**config.mk**
```make
export PLATFORM = sky130hd
export DESIGN_NAME = apb_master_mux
export DESIGN_NICKNAME = d
export VERILOG_FILES = /design/src/rtl/apb_master_mux.sv
export SDC_FILE = /design/constraint.sdc
export NUM_CORES = 1
export LEC_CHECK = 0
export CORE_MARGIN = 3
export CORE_UTILIZATION = 41
export DETAILED_ROUTE_END_ITERATION = 7
export MAX_ROUTING_LAYER = met4
export PLACE_DENSITY = 0.85
export SLEW_MARGIN = 20
export SYNTH_ARGS = -nofsm -noshare
export SYNTH_HDL_FRONTEND = slang
export SYNTH_SLANG_ARGS = --single-unit
```
**constraint.sdc**
```tcl
create_clock -name i_clk -period 4.3 [get_ports i_clk]
set_input_delay 1.29 -clock i_clk [delete_from_list [all_inputs] [get_ports i_clk]]
set_output_delay 1.29 -clock i_clk [all_outputs]
set_load 0.02 [all_outputs]
```
**src/rtl/apb_master_mux.sv**
```systemverilog
// apb_master_mux
// Valid/ready command channel to a shared APB bus with NS slaves.
// Registered SETUP/ACCESS phases, per-slave PSEL decode, decode-error and
// ACCESS timeout handling, and a held (back-pressurable) response channel.
module apb_master_mux #(
  parameter int DW     = 32,
  parameter int AW     = 16,
  parameter int NS     = 4,
  parameter int SLV_AW = 12,
  parameter int TMO    = 256
) (
  input  logic                 i_clk,
  input  logic                 i_reset,
  input  logic                 i_cmd_valid,
  output logic                 o_cmd_ready,
  input  logic                 i_cmd_write,
  input  logic [AW-1:0]        i_cmd_addr,
  input  logic [DW-1:0]        i_cmd_wdata,
  input  logic [DW/8-1:0]      i_cmd_strb,
  output logic                 o_rsp_valid,
  input  logic                 i_rsp_ready,
  output logic [DW-1:0]        o_rsp_rdata,
  output logic [1:0]           o_rsp_code,
  output logic [AW-1:0]        o_paddr,
  output logic                 o_pwrite,
  output logic [NS-1:0]        o_psel,
  output logic                 o_penable,
  output logic [DW-1:0]        o_pwdata,
  output logic [DW/8-1:0]      o_pstrb,
  input  logic [NS*DW-1:0]     i_prdata,
  input  logic [NS-1:0]        i_pready,
  input  logic [NS-1:0]        i_pslverr
);

  localparam int SW   = DW / 8;
  localparam int IW   = (NS > 1) ? $clog2(NS) : 1;
  localparam int HI   = SLV_AW + IW;
  localparam int CW   = (TMO > 1) ? $clog2(TMO) : 1;
  localparam int TLIM = (TMO > 0) ? TMO - 1 : 0;

  localparam logic [CW-1:0] TLIM_C  = CW'(TLIM);
  localparam logic [NS-1:0] SEL_ONE = NS'(1);

  localparam logic [1:0] RSP_OKAY    = 2'b00;
  localparam logic [1:0] RSP_SLVERR  = 2'b01;
  localparam logic [1:0] RSP_DECERR  = 2'b10;
  localparam logic [1:0] RSP_TIMEOUT = 2'b11;

  typedef enum logic [1:0] {
    S_IDLE,
    S_SETUP,
    S_ACCESS,
    S_RESP
  } state_t;

  state_t          state;
  logic [IW-1:0]   idx_q;
  logic [CW-1:0]   tmo_cnt;

  logic [IW-1:0]   cmd_idx;
  logic            cmd_hi;
  logic            idx_bad;
  logic            cmd_decerr;

  logic            sel_ready;
  logic            sel_err;
  logic [DW-1:0]   sel_rdata;

  assign o_cmd_ready = (state == S_IDLE) && !i_reset;

  // Address decode of the incoming command: slave index and out-of-map bits
  always_comb begin
    cmd_idx    = i_cmd_addr[SLV_AW +: IW];
    cmd_hi     = |(i_cmd_addr >> HI);
    cmd_decerr = cmd_hi || idx_bad;
  end

  // Index range check only exists when NS does not fill the index field
  if (NS < (1 << IW)) begin : g_partial_map
    always_comb idx_bad = (cmd_idx > IW'(NS - 1));
  end else begin : g_full_map
    always_comb idx_bad = 1'b0;
  end

  // Observe only the selected slave's ready/error/read data
  always_comb begin
    sel_ready = 1'b0;
    sel_err   = 1'b0;
    sel_rdata = '0;
    for (int unsigned k = 0; k < NS; k++) begin
      if (idx_q == IW'(k)) begin
        sel_ready = i_pready[k];
        sel_err   = i_pslverr[k];
        sel_rdata = i_prdata[k*DW +: DW];
      end
    end
  end

  // Transfer FSM; every APB and response output is registered here
  always_ff @(posedge i_clk) begin
    if (i_reset) begin
      state       <= S_IDLE;
      idx_q       <= '0;
      tmo_cnt     <= '0;
      o_paddr     <= '0;
      o_pwrite    <= 1'b0;
      o_psel      <= '0;
      o_penable   <= 1'b0;
      o_pwdata    <= '0;
      o_pstrb     <= '0;
      o_rsp_valid <= 1'b0;
      o_rsp_rdata <= '0;
      o_rsp_code  <= RSP_OKAY;
    end else begin
      case (state)
        S_IDLE: begin
          if (i_cmd_valid) begin
            if (cmd_decerr) begin
              o_rsp_valid <= 1'b1;
              o_rsp_rdata <= '0;
              o_rsp_code  <= RSP_DECERR;
              state       <= S_RESP;
            end else begin
              idx_q     <= cmd_idx;
              tmo_cnt   <= '0;
              o_psel    <= SEL_ONE << cmd_idx;
              o_penable <= 1'b0;
              o_paddr   <= i_cmd_addr;
              o_pwrite  <= i_cmd_write;
              o_pwdata  <= i_cmd_write ? i_cmd_wdata : '0;
              o_pstrb   <= i_cmd_write ? i_cmd_strb : SW'(0);
              state     <= S_SETUP;
            end
          end
        end

        S_SETUP: begin
          o_penable <= 1'b1;
          state     <= S_ACCESS;
        end

        S_ACCESS: begin
          // Ready is tested before the timeout so it wins a same-cycle tie
          if (sel_ready) begin
            o_psel      <= '0;
            o_penable   <= 1'b0;
            o_rsp_valid <= 1'b1;
            o_rsp_rdata <= o_pwrite ? '0 : sel_rdata;
            o_rsp_code  <= sel_err ? RSP_SLVERR : RSP_OKAY;
            state       <= S_RESP;
          end else if ((TMO != 0) && (tmo_cnt == TLIM_C)) begin
            o_psel      <= '0;
            o_penable   <= 1'b0;
            o_rsp_valid <= 1'b1;
            o_rsp_rdata <= '0;
            o_rsp_code  <= RSP_TIMEOUT;
            state       <= S_RESP;
          end else begin
            tmo_cnt <= tmo_cnt + 1'b1;
          end
        end

        S_RESP: begin
          if (i_rsp_ready) begin
            o_rsp_valid <= 1'b0;
            state       <= S_IDLE;
          end
        end

        default: state <= S_IDLE;
      endcase
    end
  end

endmodule

```
# After elaboration in Yosys (flattened, before gate mapping)
# Index checks and enable logic that the tools add are counted.
word_totals:
  register_bits: 105
  in_bits: 193
  output_inout_bits: 94
  word_cells: 96
classes:
  n_shift: 1
  bitwise: 1
  eq_ne: 14
  n_reduce_logical: 15
  muxes: 52
  n_addsub: 1
ops:
  columns: ["op", "count"]
  rows:
  - ["$mux 32", 10]
  - ["$pmux 32 s2", 1]
  - ["$mux 8", 4]
  - ["$mux 4", 5]
  - ["$mux 1", 18]
  - ["$mux 2", 8]
  - ["$pmux 8 s2", 1]
  - ["$ne 2x2->1 const B", 6]
  - ["$reduce_and 4->1", 3]
  - ["$reduce_and 5->1", 2]
  - ["$add 8x1->8 const B", 1]
  - ["$eq 2x2->1 const B", 4]
  - ["$eq 8x8->1 const B", 1]
  - ["$pmux 2 s4", 1]
  - ["$pmux 4 s2", 1]
  - ["$pmux 1 s3", 2]
  - ["$reduce_and 3->1", 2]
  - ["$reduce_bool 3->1", 2]
  - ["$eq 2x1->1 const B", 2]
  - ["$logic_not 2->1", 2]
  - ["$pmux 2 s2", 1]
  - ["$shl 1x2->4 const A", 1]
  - ["$ne 3x3->1 const B", 1]
  - ["$reduce_bool 2->1", 1]
  - ["other kinds (4)", 4]

# Longest topological paths before layout
# Gate-level depths: netlist of the first run.
depth:
  word_depth: 8
  mapped_depth: 10
  mapped_depth_nobuf: 7

# Least setup slack after synthesis of the first run
# OpenSTA, ideal clock, no wires.
synth_path:
  path_type: "input to output"
  from: "input i_reset"
  to: "output o_cmd_ready"
  t_required_ns: 3.010
  setup_slack_ns: 1.044
  stages: 3
  arrival_time_ns: 1.966
  n_path_buf: 2
  cell_sequence: "clkbuf_1 clkbuf_1 nor2b_1"
synth_via:
  elab_chain_cells: 2
synth_rtl:
  columns: ["element", "line_no", "text"]
  rows:
  - ["start, declared", "13", "input logic i_reset,"]
  - ["$logic_not 1->1", "69", "assign o_cmd_ready = (state == S_IDLE) && !i_reset;"]
  - ["$logic_and 1x1->1", "69", null]
  - ["end, declared", "15", "output logic o_cmd_ready,"]
# Every way passes these cells.

# Worst setup path after layout of the first run
# Same ends and word-level chain as after synthesis.

==> reports/qor.txt, run 1 <==
Run status: complete, no violations
Sequential power share: 37.1%
Post-CTS sizing: 0
Main synth FF type: dfxtp_1
CP Data Required Time: 3010 ps
Cell Pwr Density: 360 mW/mm2
Root Driver: clkbuf_16
Final non-filler cell total: 936
Synth Net Count: 732
Die H: 114 um
Initial drt markers: 376
Power Internal: 1900 uW
Vias in the first global route: 5,132
FILL cells: 825
Starting density of the core: 43.2%
Post-synth top area share: 42.7%
CTS tree: built
Ports: 287
Clk buf depth: 2
Via count: 5,094
Sw Share: 34.1%
CP Data Arrival Time: 2160 ps
Largest family of logic cells by synthesized area: simple AND/OR/NAND/NOR gates
Min-Delay Path Class: flop to flop
HPWL Detailed: 12,700 um
# diodes: 0
Post-route DRC: 0
CTS Sinks: 103
Lkg Pwr: 0.00266 uW
Clk pin slew, worst setup/hold paths: 70 ps
Net switching power of the design: 983 uW
Final WS setup: 848 ps
VDD IR-drop max: 0.000378 V
First-pass GRT wire length: 25,000 um
Cells after DPL: 919
Setup Skew: 11.0 ps
Post-synth EDFFs: 0
# setup viols final: 0
Post-route ant nets: 0
Post-Synth Simple-Gate Area: 20.0%
Core ar.: 0.0112 mm2
Critical path launch point type: primary input
Top cells by count, synth: nand2_1 (104), dfxtp_1 (103), a21oi_1 (93)
RSZ-0062 raised after global routing: false
Distinct cells, synth: 40
Top-count cell post-synth: nand2_1
Compound-Gate Fraction of Synth Area: 13.0%
Post-synthesis adder-cell area fraction: 1.81%
Async SR Flop Fraction: 0%
Final hold slack: 453 ps
NumNets Final: 991
Clock power frac: 25.8%
Top cells by area, synth: dfxtp_1 (43%), mux4_2 (16%), a21oi_1 (9.6%)
Mux contribution to synthesized area: 16.3%
GRT overflow: 0
Cell Area, Synth: 0.00483 mm2
Warnings, synthesis: 0
Die X: 114 um
Number of buffers created by CTS: 9
DR WL/cell: 17.6 um
Tightest Pin Transition: 1000 ps
Part of the cycle the worst path needs: 80.3%
Sequential area share after synthesis: 42.7%
Largest net degree at the start of global routing: 98
Crit Path Max Fanout: 2
Hold_buf cts: 0
Setup TNS: 0 ps
Period minus WS final: 3450 ps
Initial DRT Pass Iterations: 8
Fmax: 0.290 GHz
Number of synthesized register bits: 103
Initial antenna violation count: 0
Setup CP Type: primary input to output pin
Post-Syn Instances: 532
Number of cell rows: 38
Max Slew Vio Count: 0
Area leader, netlist: dfxtp_1
Area grow syn2layout: 66.1%
Die ar.: 0.0131 mm2
GRT Overall Usage: 24.4%
H-tree Lvls: 3
Worst slack at placement: 734 ps
Via-per-instance ratio: 5.44
Logic pwr share: 37.2%
Max Cap Viol: 0
Hold Vio Cnt, Final: 0
PortBufs: 286
Postcts setup bufs: 0
Critical Path Sink Type: output pin
Mapped Avg Cell Area: 9.07 um2
Share of layout cells above drive strength 1: 8.42%
Rel. slew slack: 33.2%
Synth Area in XOR/XNOR: 1.27%
Clock Latency Late Sink: 330 ps
Post-Route WL: 16,500 um
Routability cong.: 0.867
[final cells by class]
type	instances	area, um2	share of cell area (%)
Timing Repair Buffer	295	2930	36.6
Tap cell	140	175	2.18
Clock buffer	12	246	3.07
Sequential cell	103	2060	25.7
Inverter	7	26.3	0.328
Clock inverter	4	31.3	0.390
Multi-Input combinational cell	375	2540	31.7
[cells by family (layout without fill, tap and decap cells)]
| group | after synthesis | count (layout) |
|---|---|---|
| AND/OR/NAND/NOR | 213 | 213 |
| AO/OA/AOI/OAI | 112 | 112 |
| flip-flops | 103 | 103 |
| buffers and inverters | 54 | 318 |
| multiplexers | 36 | 36 |
| adder cells (fa/ha/maj) | 7 | 7 |
| XOR/XNOR | 7 | 7 |
[power by group through the flow]
stage | clock, uW | sequential, uW | combinational, uW
2_1_floorplan | 0 | 1150 | 600
3_3_place_gp | 0 | 1080 | 1030
3_5_place_dp | 0 | 1090 | 1060
5_1_grt | 806 | 1080 | 1160
4_1_cts | 761 | 1070 | 1060
6_report | 744 | 1070 | 1070
[through the flow]
step                      cell area (um2)  util [%]  power, uW
final                                8020      71.8       2890
after global routing                 8020      71.8       3040
after CTS                            8010      71.7       2890
after detailed placement             7730      69.2       2150
after global placement               7730      69.2       2110
after floorplan                      4830         -       1750
[worst max-delay path: stages]
cell and delay (ps):
buf_4 110, nor2b_1 100, clkdlybuf4s50_1 650
[path summary, 6_finish.rpt]
kind                                               start                          end  slack [ps]  depth (start not counted)
worst max-delay path                             i_reset                  o_cmd_ready         850                          3
worst max register to register  o_paddr[12]$_SDFFE_PP0P_  o_rsp_rdata[7]$_SDFFE_PP0P_        1490                          7
worst min register to register   o_pstrb[3]$_SDFFE_PP0P_      o_pstrb[3]$_SDFFE_PP0P_         450                          2
worst min-delay path             o_pstrb[3]$_SDFFE_PP0P_      o_pstrb[3]$_SDFFE_PP0P_         450                          2
[per-layer routing]
metal | GRT usage (%) | vias to the layer above | share of wire (%)
met5 | - | - | 0
met4 | 8.00 | 0 | 2.1
met3 | 4.97 | 28 | 6.8
met2 | 45.3 | 238 | 55
met1 | 25.7 | 2427 | 36
li1 | - | 2401 | -
[registers in the layout, summed over array words and instances, names as in the netlist]
signal	cells
o_penable	1
o_pwdata	32
o_pstrb	4
o_psel	4
o_rsp_code	2
state	2
o_rsp_rdata	32
tmo_cnt	8
o_rsp_valid	1
o_pwrite	1
o_paddr	16
[placed cells by master (no fill, tap or decap), types with 2 or more instances in the layout]
master           Yosys  routed
nor3b_1              2       2
mux4_2              34      34
clkbuf_1            32       2
nand3_1             72      71
mux2i_1              2       2
nand2_1            104     104
o21ai_0              5       5
nor4b_1              2       2
dfxtp_1            103     102
a211oi_1             4       4
xnor2_1              7       7
nor3b_4              0       2
clkinvlp_4           0       3
ha_1                 7       7
nor2_1              20      20
buf_4                1       9
a21oi_1             93      93
clkbuf_16            0       9
nor2b_1              2       2
inv_1                7       7
clkdlybuf4s50_1      0     285
Power figures use the tool's default switching activity.
==> run 2: changes to the inputs <==
- CORE_UTILIZATION: 41 -> 38
- PLACE_DENSITY: 0.85 -> 0.79
- clock period: 4.3 -> 3.4 ns (I/O delays scaled with it)
==> reports/qor.txt, run 2 (same netlist as run 1, synthesis figures left out) <==
# setup viols final: 0 (unchanged)
CP Cell Sequence: inv_1 > ha_1 > nor2b_1 > clkdlybuf4s50_1 (was buf_4 > nor2b_1 > clkdlybuf4s50_1)
Fmax: 0.325 GHz
Post-route ant nets: 0 (unchanged)
Run status: complete, no violations (unchanged)
Met2 Usage GRT: 40.5% (was 45.3%)
Crit Path Max Fanout: 8 (was 2)
Part of the cycle the worst path needs: 90.6%
VDD IR-drop max: 0.000287 V (was 0.000378 V)
GRT Overall Usage: 23.1% (was 24.4%)
GR Layer Usage met3: 3.78% (was 4.97%)
Busiest grt layer: met2 (unchanged)
Initial drt markers: 377 (was 376)
Die ar.: 0.0141 mm2 (was 0.0131 mm2)
First-pass GRT wire length: 25,700 um (was 25,000 um)
Crit-path max cell delay: 640 ps (was 650 ps)
GR Util met1: 26.4% (was 25.7%)
Max Slew Vio Count: 0 (unchanged)
Postcts setup bufs: 0 (unchanged)
Via count: 4,976 (was 5,094)
Core ar.: 0.0122 mm2 (was 0.0112 mm2)
Critical Path Sink Type: output pin (unchanged)
Initial antenna violation count: 0 (unchanged)
NumNets Final: 993 (was 991)
Number of cell rows: 40 (was 38)
CP Data Required Time: 2380 ps (was 3010 ps)
Max Cap Viol: 0 (unchanged)
Setup TNS: 0 ps (unchanged)
Largest registers: o_pwdata (32), o_rsp_rdata (32), o_paddr (16) (unchanged)
Most frequent cells in the layout: clkdlybuf4s50_1 (285), nand2_1 (104), dfxtp_1 (102) (unchanged)
Lkg Pwr: 0.00268 uW (was 0.00266 uW)
DR WL/cell: 16.8 um (was 17.6 um)
Via-per-instance ratio: 5.15 (was 5.44)
Hold_buf cts: 0 (unchanged)
Ports: 287 (unchanged)
HPWL Detailed: 12,800 um (was 12,700 um)
Post-route DRC: 0 (unchanged)
Critical path launch point type: flop (was primary input)
Number of buffers created by CTS: 9 (unchanged)
Post-CTS sizing: 0 (unchanged)
CP Data Arrival Time: 2060 ps (was 2160 ps)
RSZ-0062 raised after global routing: false (unchanged)
Post-Route WL: 16,300 um (was 16,500 um)
Cell Pwr Density: 459 mW/mm2 (was 360 mW/mm2)
Period minus WS final: 3080 ps
Vias in the first global route: 4,989 (was 5,132)
CTS Sinks: 103 (unchanged)
Die X: 119 um (was 114 um)
Hold Vio Cnt, Final: 0 (unchanged)
Rel. slew slack: 35.2% (was 33.2%)
CTS tree: built (unchanged)
GRT overflow: 0 (unchanged)
Root Driver: clkbuf_16 (unchanged)
Clock Latency Late Sink: 330 ps (about the same)
Starting density of the core: 39.5% (was 43.2%)
Commonest non-fill, non-tap cell in the layout: clkdlybuf4s50_1 (unchanged)
Final hold slack: 448 ps (was 453 ps)
Clk buf depth: 2 (unchanged)
Critical-path top delay cell: clkdlybuf4s50_1 (unchanged)
Initial DRT Pass Iterations: 6 (was 8)
Routability cong.: 0.844 (was 0.867)
Largest net degree at the start of global routing: 98 (unchanged)
Die H: 119 um (was 114 um)
Setup Skew: 5.35 ps (was 11.0 ps)
PortBufs: 286 (unchanged)
Clk pin slew, worst setup/hold paths: 70 ps (about the same)
# diodes: 0 (unchanged)
Setup CP Type: flop to output pin (was primary input to output pin)
H-tree Lvls: 3 (unchanged)
Area grow syn2layout: 67.8% (was 66.1%)
Tightest Pin Transition: 972 ps (was 1000 ps)
Share of layout cells above drive strength 1: 8.90% (was 8.42%)
Min-Delay Path Class: flop to flop (unchanged)
==> run 2: worst paths after layout <==
kind | slack (ps) | start | depth (start not counted) | end
worst max-delay path | 320 | state[0]$_SDFFE_PP0P_ | 4 | o_cmd_ready
worst min-delay path | 450 | o_pwdata[11]$_SDFFE_PP0P_ | 2 | o_pwdata[11]$_SDFFE_PP0P_
worst min register to register | 450 | o_pwdata[11]$_SDFFE_PP0P_ | 2 | o_pwdata[11]$_SDFFE_PP0P_
worst max register to register | 690 | state[0]$_SDFFE_PP0P_ | 9 | o_rsp_rdata[13]$_SDFFE_PP0P_
==> run 2: metal layers <==
layer	up-vias	wire length (um)
met1	2280	6310
li1	2419	-
met4	0	406
met5	-	0
met3	24	1140
met2	253	8400
==> run 2: critical path: cells and delay by family (launching register included) <==
kind / cells / cell delay [ps]
adder cells (fa/ha/maj): 1 / 330
buffers and inverters: 2 / 760
AND/OR/NAND/NOR: 1 / 270
flip-flops: 1 / 360
==> run 2: layout make-up <==
cell class | instances | area, um2
fill | 967 | 4110
timing repair buffer | 297 | 2960
multi-input combinational | 375 | 2540
sequential | 103 | 2060
clock buffer | 11 | 253
tap | 168 | 210
clock inverter | 5 | 40.0
inverter | 7 | 26.3
==> run 2: report_power, final <==
part / internal [uW] / leakage [uW] / switching (uW)
clock: 542 / 0.000135 / 449
combinational: 619 / 0.00171 / 755
sequential: 1290 / 0.000833 / 61.4
total: 2450 / 0.00268 / 1270
==> run 2: per-stage QoR <==
stage	setup WS, ps	total power (uW)	instance area, um2	instances	utilization [%]
global route	232	3920	8100	966	66.3
global placement	96.7	2690	7780	948	63.7
floorplan	684	2210	4830	532	-
CTS	308	3740	8090	965	66.2
detailed placement	128	2750	7790	949	63.8
finish	321	3720	8100	966	66.3
==> run 3: changes to the inputs <==
- ABC_CLOCK_PERIOD_IN_PS: unset -> 3400
- CORE_UTILIZATION: 38 -> 37
- PLACE_DENSITY: 0.79 -> 0.77
==> reports/qor.txt, run 3 (same netlist as run 1, synthesis figures left out) <==
Vias in the first global route: 5,009 (was 4,989)
GRT overflow: 0 (unchanged)
Critical-path top delay cell: clkdlybuf4s50_1 (unchanged)
H-tree Lvls: 3 (unchanged)
Hold_buf cts: 0 (unchanged)
Period minus WS final: 2960 ps (was 3080 ps)
Ports: 287 (unchanged)
Critical path launch point type: flop (unchanged)
Tightest Pin Transition: 979 ps (was 972 ps)
Die X: 120 um (was 119 um)
Hold Vio Cnt, Final: 0 (unchanged)
Largest net degree at the start of global routing: 98 (unchanged)
Share of layout cells above drive strength 1: 8.99% (was 8.90%)
Core ar.: 0.0127 mm2 (was 0.0122 mm2)
Hold EP: o_pwdata[28]$_SDFFE_PP0P_ (was o_pwdata[11]$_SDFFE_PP0P_)
CP Data Arrival Time: 1940 ps (was 2060 ps)
Setup CP Type: flop to output pin (unchanged)
Clk buf depth: 2 (unchanged)
CP Data Required Time: 2380 ps (about the same)
Initial drt markers: 358 (was 377)
Critical Path Sink Type: output pin (unchanged)
Number of cell rows: 41 (was 40)
R2R Path Start: state[0]$_SDFFE_PP0P_ (unchanged)
Commonest non-fill, non-tap cell in the layout: clkdlybuf4s50_1 (unchanged)
Max Cap Viol: 0 (unchanged)
FILL cells: 1,016 (was 967)
Starting density of the core: 38.1% (was 39.5%)
CTS tree: built (unchanged)
First-pass GRT wire length: 25,400 um (was 25,700 um)
Largest registers: o_pwdata (32), o_rsp_rdata (32), o_paddr (16) (unchanged)
Worst hold start: o_pwdata[28]$_SDFFE_PP0P_ (was o_pwdata[11]$_SDFFE_PP0P_)
Post-CTS sizing: 0 (unchanged)
Die ar.: 0.0144 mm2 (was 0.0141 mm2)
Worst slack at placement: 66.1 ps (was 128 ps)
Rel. slew slack: 34.7% (was 35.2%)
Setup TNS: 0 ps (unchanged)
Min-Delay Path Class: flop to flop (unchanged)
Flop2flop setup slack: 780 ps (was 690 ps)
FF-to-FF End: o_rsp_rdata[4]$_SDFFE_PP0P_ (was o_rsp_rdata[13]$_SDFFE_PP0P_)
Most frequent cells in the layout: clkdlybuf4s50_1 (285), nand2_1 (104), dfxtp_1 (102) (unchanged)
Post-route ant nets: 0 (unchanged)
Final WS setup: 442 ps (was 321 ps)
RSZ-0062 raised after global routing: false (unchanged)
HPWL Detailed: 12,800 um (about the same)
# setup viols final: 0 (unchanged)
Area grow syn2layout: 68.4% (was 67.8%)
Reg2Reg Depth: 9 (unchanged)
Via count: 5,059 (was 4,976)
Clk pin slew, worst setup/hold paths: 70 ps (about the same)
Root Driver: clkbuf_16 (unchanged)
VDD IR-drop max: 0.000326 V (was 0.000287 V)
CP Cell Sequence: inv_1 > ha_1 > nor2b_1 > clkdlybuf4s50_1 (unchanged)
Hold Path Stages: 2 (unchanged)
Max Slew Vio Count: 0 (unchanged)
Setup Skew: 9.70 ps (was 5.35 ps)
NumNets Final: 996 (was 993)
# diodes: 0 (unchanged)
Routability cong.: 0.895 (was 0.844)
Cell Pwr Density: 464 mW/mm2 (was 459 mW/mm2)
CTS Sinks: 103 (unchanged)
Run status: complete, no violations (unchanged)
Lkg Pwr: 0.00271 uW (was 0.00268 uW)
Crit-path max cell delay: 610 ps (was 640 ps)
PortBufs: 286 (unchanged)
Die H: 120 um (was 119 um)
Crit Path Max Fanout: 8 (unchanged)
GRT Overall Usage: 22.7% (was 23.1%)
DR WL/cell: 16.8 um (about the same)
Post-route DRC: 0 (unchanged)
Part of the cycle the worst path needs: 87.0% (was 90.6%)
Fmax: 0.338 GHz (was 0.325 GHz)
Number of buffers created by CTS: 9 (unchanged)
Via-per-instance ratio: 5.20 (was 5.15)
Clock Latency Late Sink: 340 ps (was 330 ps)
Post-Route WL: 16,400 um (was 16,300 um)
Initial DRT Pass Iterations: 5 (was 6)
Initial antenna violation count: 0 (unchanged)
Postcts setup bufs: 0 (unchanged)
## run 3: cell types whose count changed in the layout (fill, tap and decap cells not counted)
cell,before,now
clkbuf_1,0,2
buf_4,9,12
clkinv_2,0,3
bufinv_16,0,1
inv_6,2,0
clkbuf_8,2,1
clkinvlp_4,3,0
## run 3: routing by layer
layer	vias up	GRT usage, %	wire [um]
met4	0	8.30	508
met2	267	38.7	8290
li1	2413	-	-
met5	-	-	0
met3	30	5.19	1380
met1	2349	26.1	6180
## run 3: power breakdown
| group | internal (uW) | switching, uW | total, uW | leakage (uW) |
|---|---|---|---|---|
| registers | 1290 | 62.6 | 1360 | 0.000833 |
| clock network | 588 | 421 | 1010 | 0.000146 |
| logic | 645 | 763 | 1410 | 0.00173 |
## run 3: final cells by class
class / instances / area (um2) / area share (%)
Timing Repair Buffer: 300 / 2990 / 36.7
Tap cell: 172 / 215 / 2.65
Clock inverter: 4 / 45.0 / 0.554
Clock buffer: 12 / 246 / 3.03
Inverter: 7 / 26.3 / 0.323
Multi-Input combinational cell: 375 / 2540 / 31.3
Sequential cell: 103 / 2060 / 25.4
## run 3: critical path, delay by kind of cell (launching register included)
family | cells | cell delay [ps]
fa+ha+maj | 1 | 330
simple gates | 1 | 170
buf+inv | 2 | 740
flops | 1 | 360
## run 3: worst max-delay path by stage
stage | startpoint | to | slack, ps | cells after the start
finish | state[0]$_SDFFE_PP0P_ | o_cmd_ready | 440 | 4
global route | state[0]$_SDFFE_PP0P_ | o_cmd_ready | 340 | 4
CTS | i_pready[1] | o_rsp_rdata[4]$_SDFFE_PP0P_ | 420 | 5
detailed placement | i_pready[1] | o_rsp_rdata[4]$_SDFFE_PP0P_ | 70 | 5
global placement | i_pready[1] | o_rsp_code[1]$_SDFFE_PP0P_ | 50 | 6
floorplan | i_reset | o_cmd_ready | 680 | 3
## run 3: stage by stage
step	util [%]	power [uW]	instances	instance area (um2)	hold slack (ps)
2_1_floorplan	-	2210	532	4830	477
3_3_place_gp	61.6	2720	955	7810	437
3_5_place_dp	61.7	2780	956	7820	443
4_1_cts	64.0	3800	972	8110	453
5_1_grt	64.1	3990	973	8130	471
6_report	64.1	3770	973	8130	450
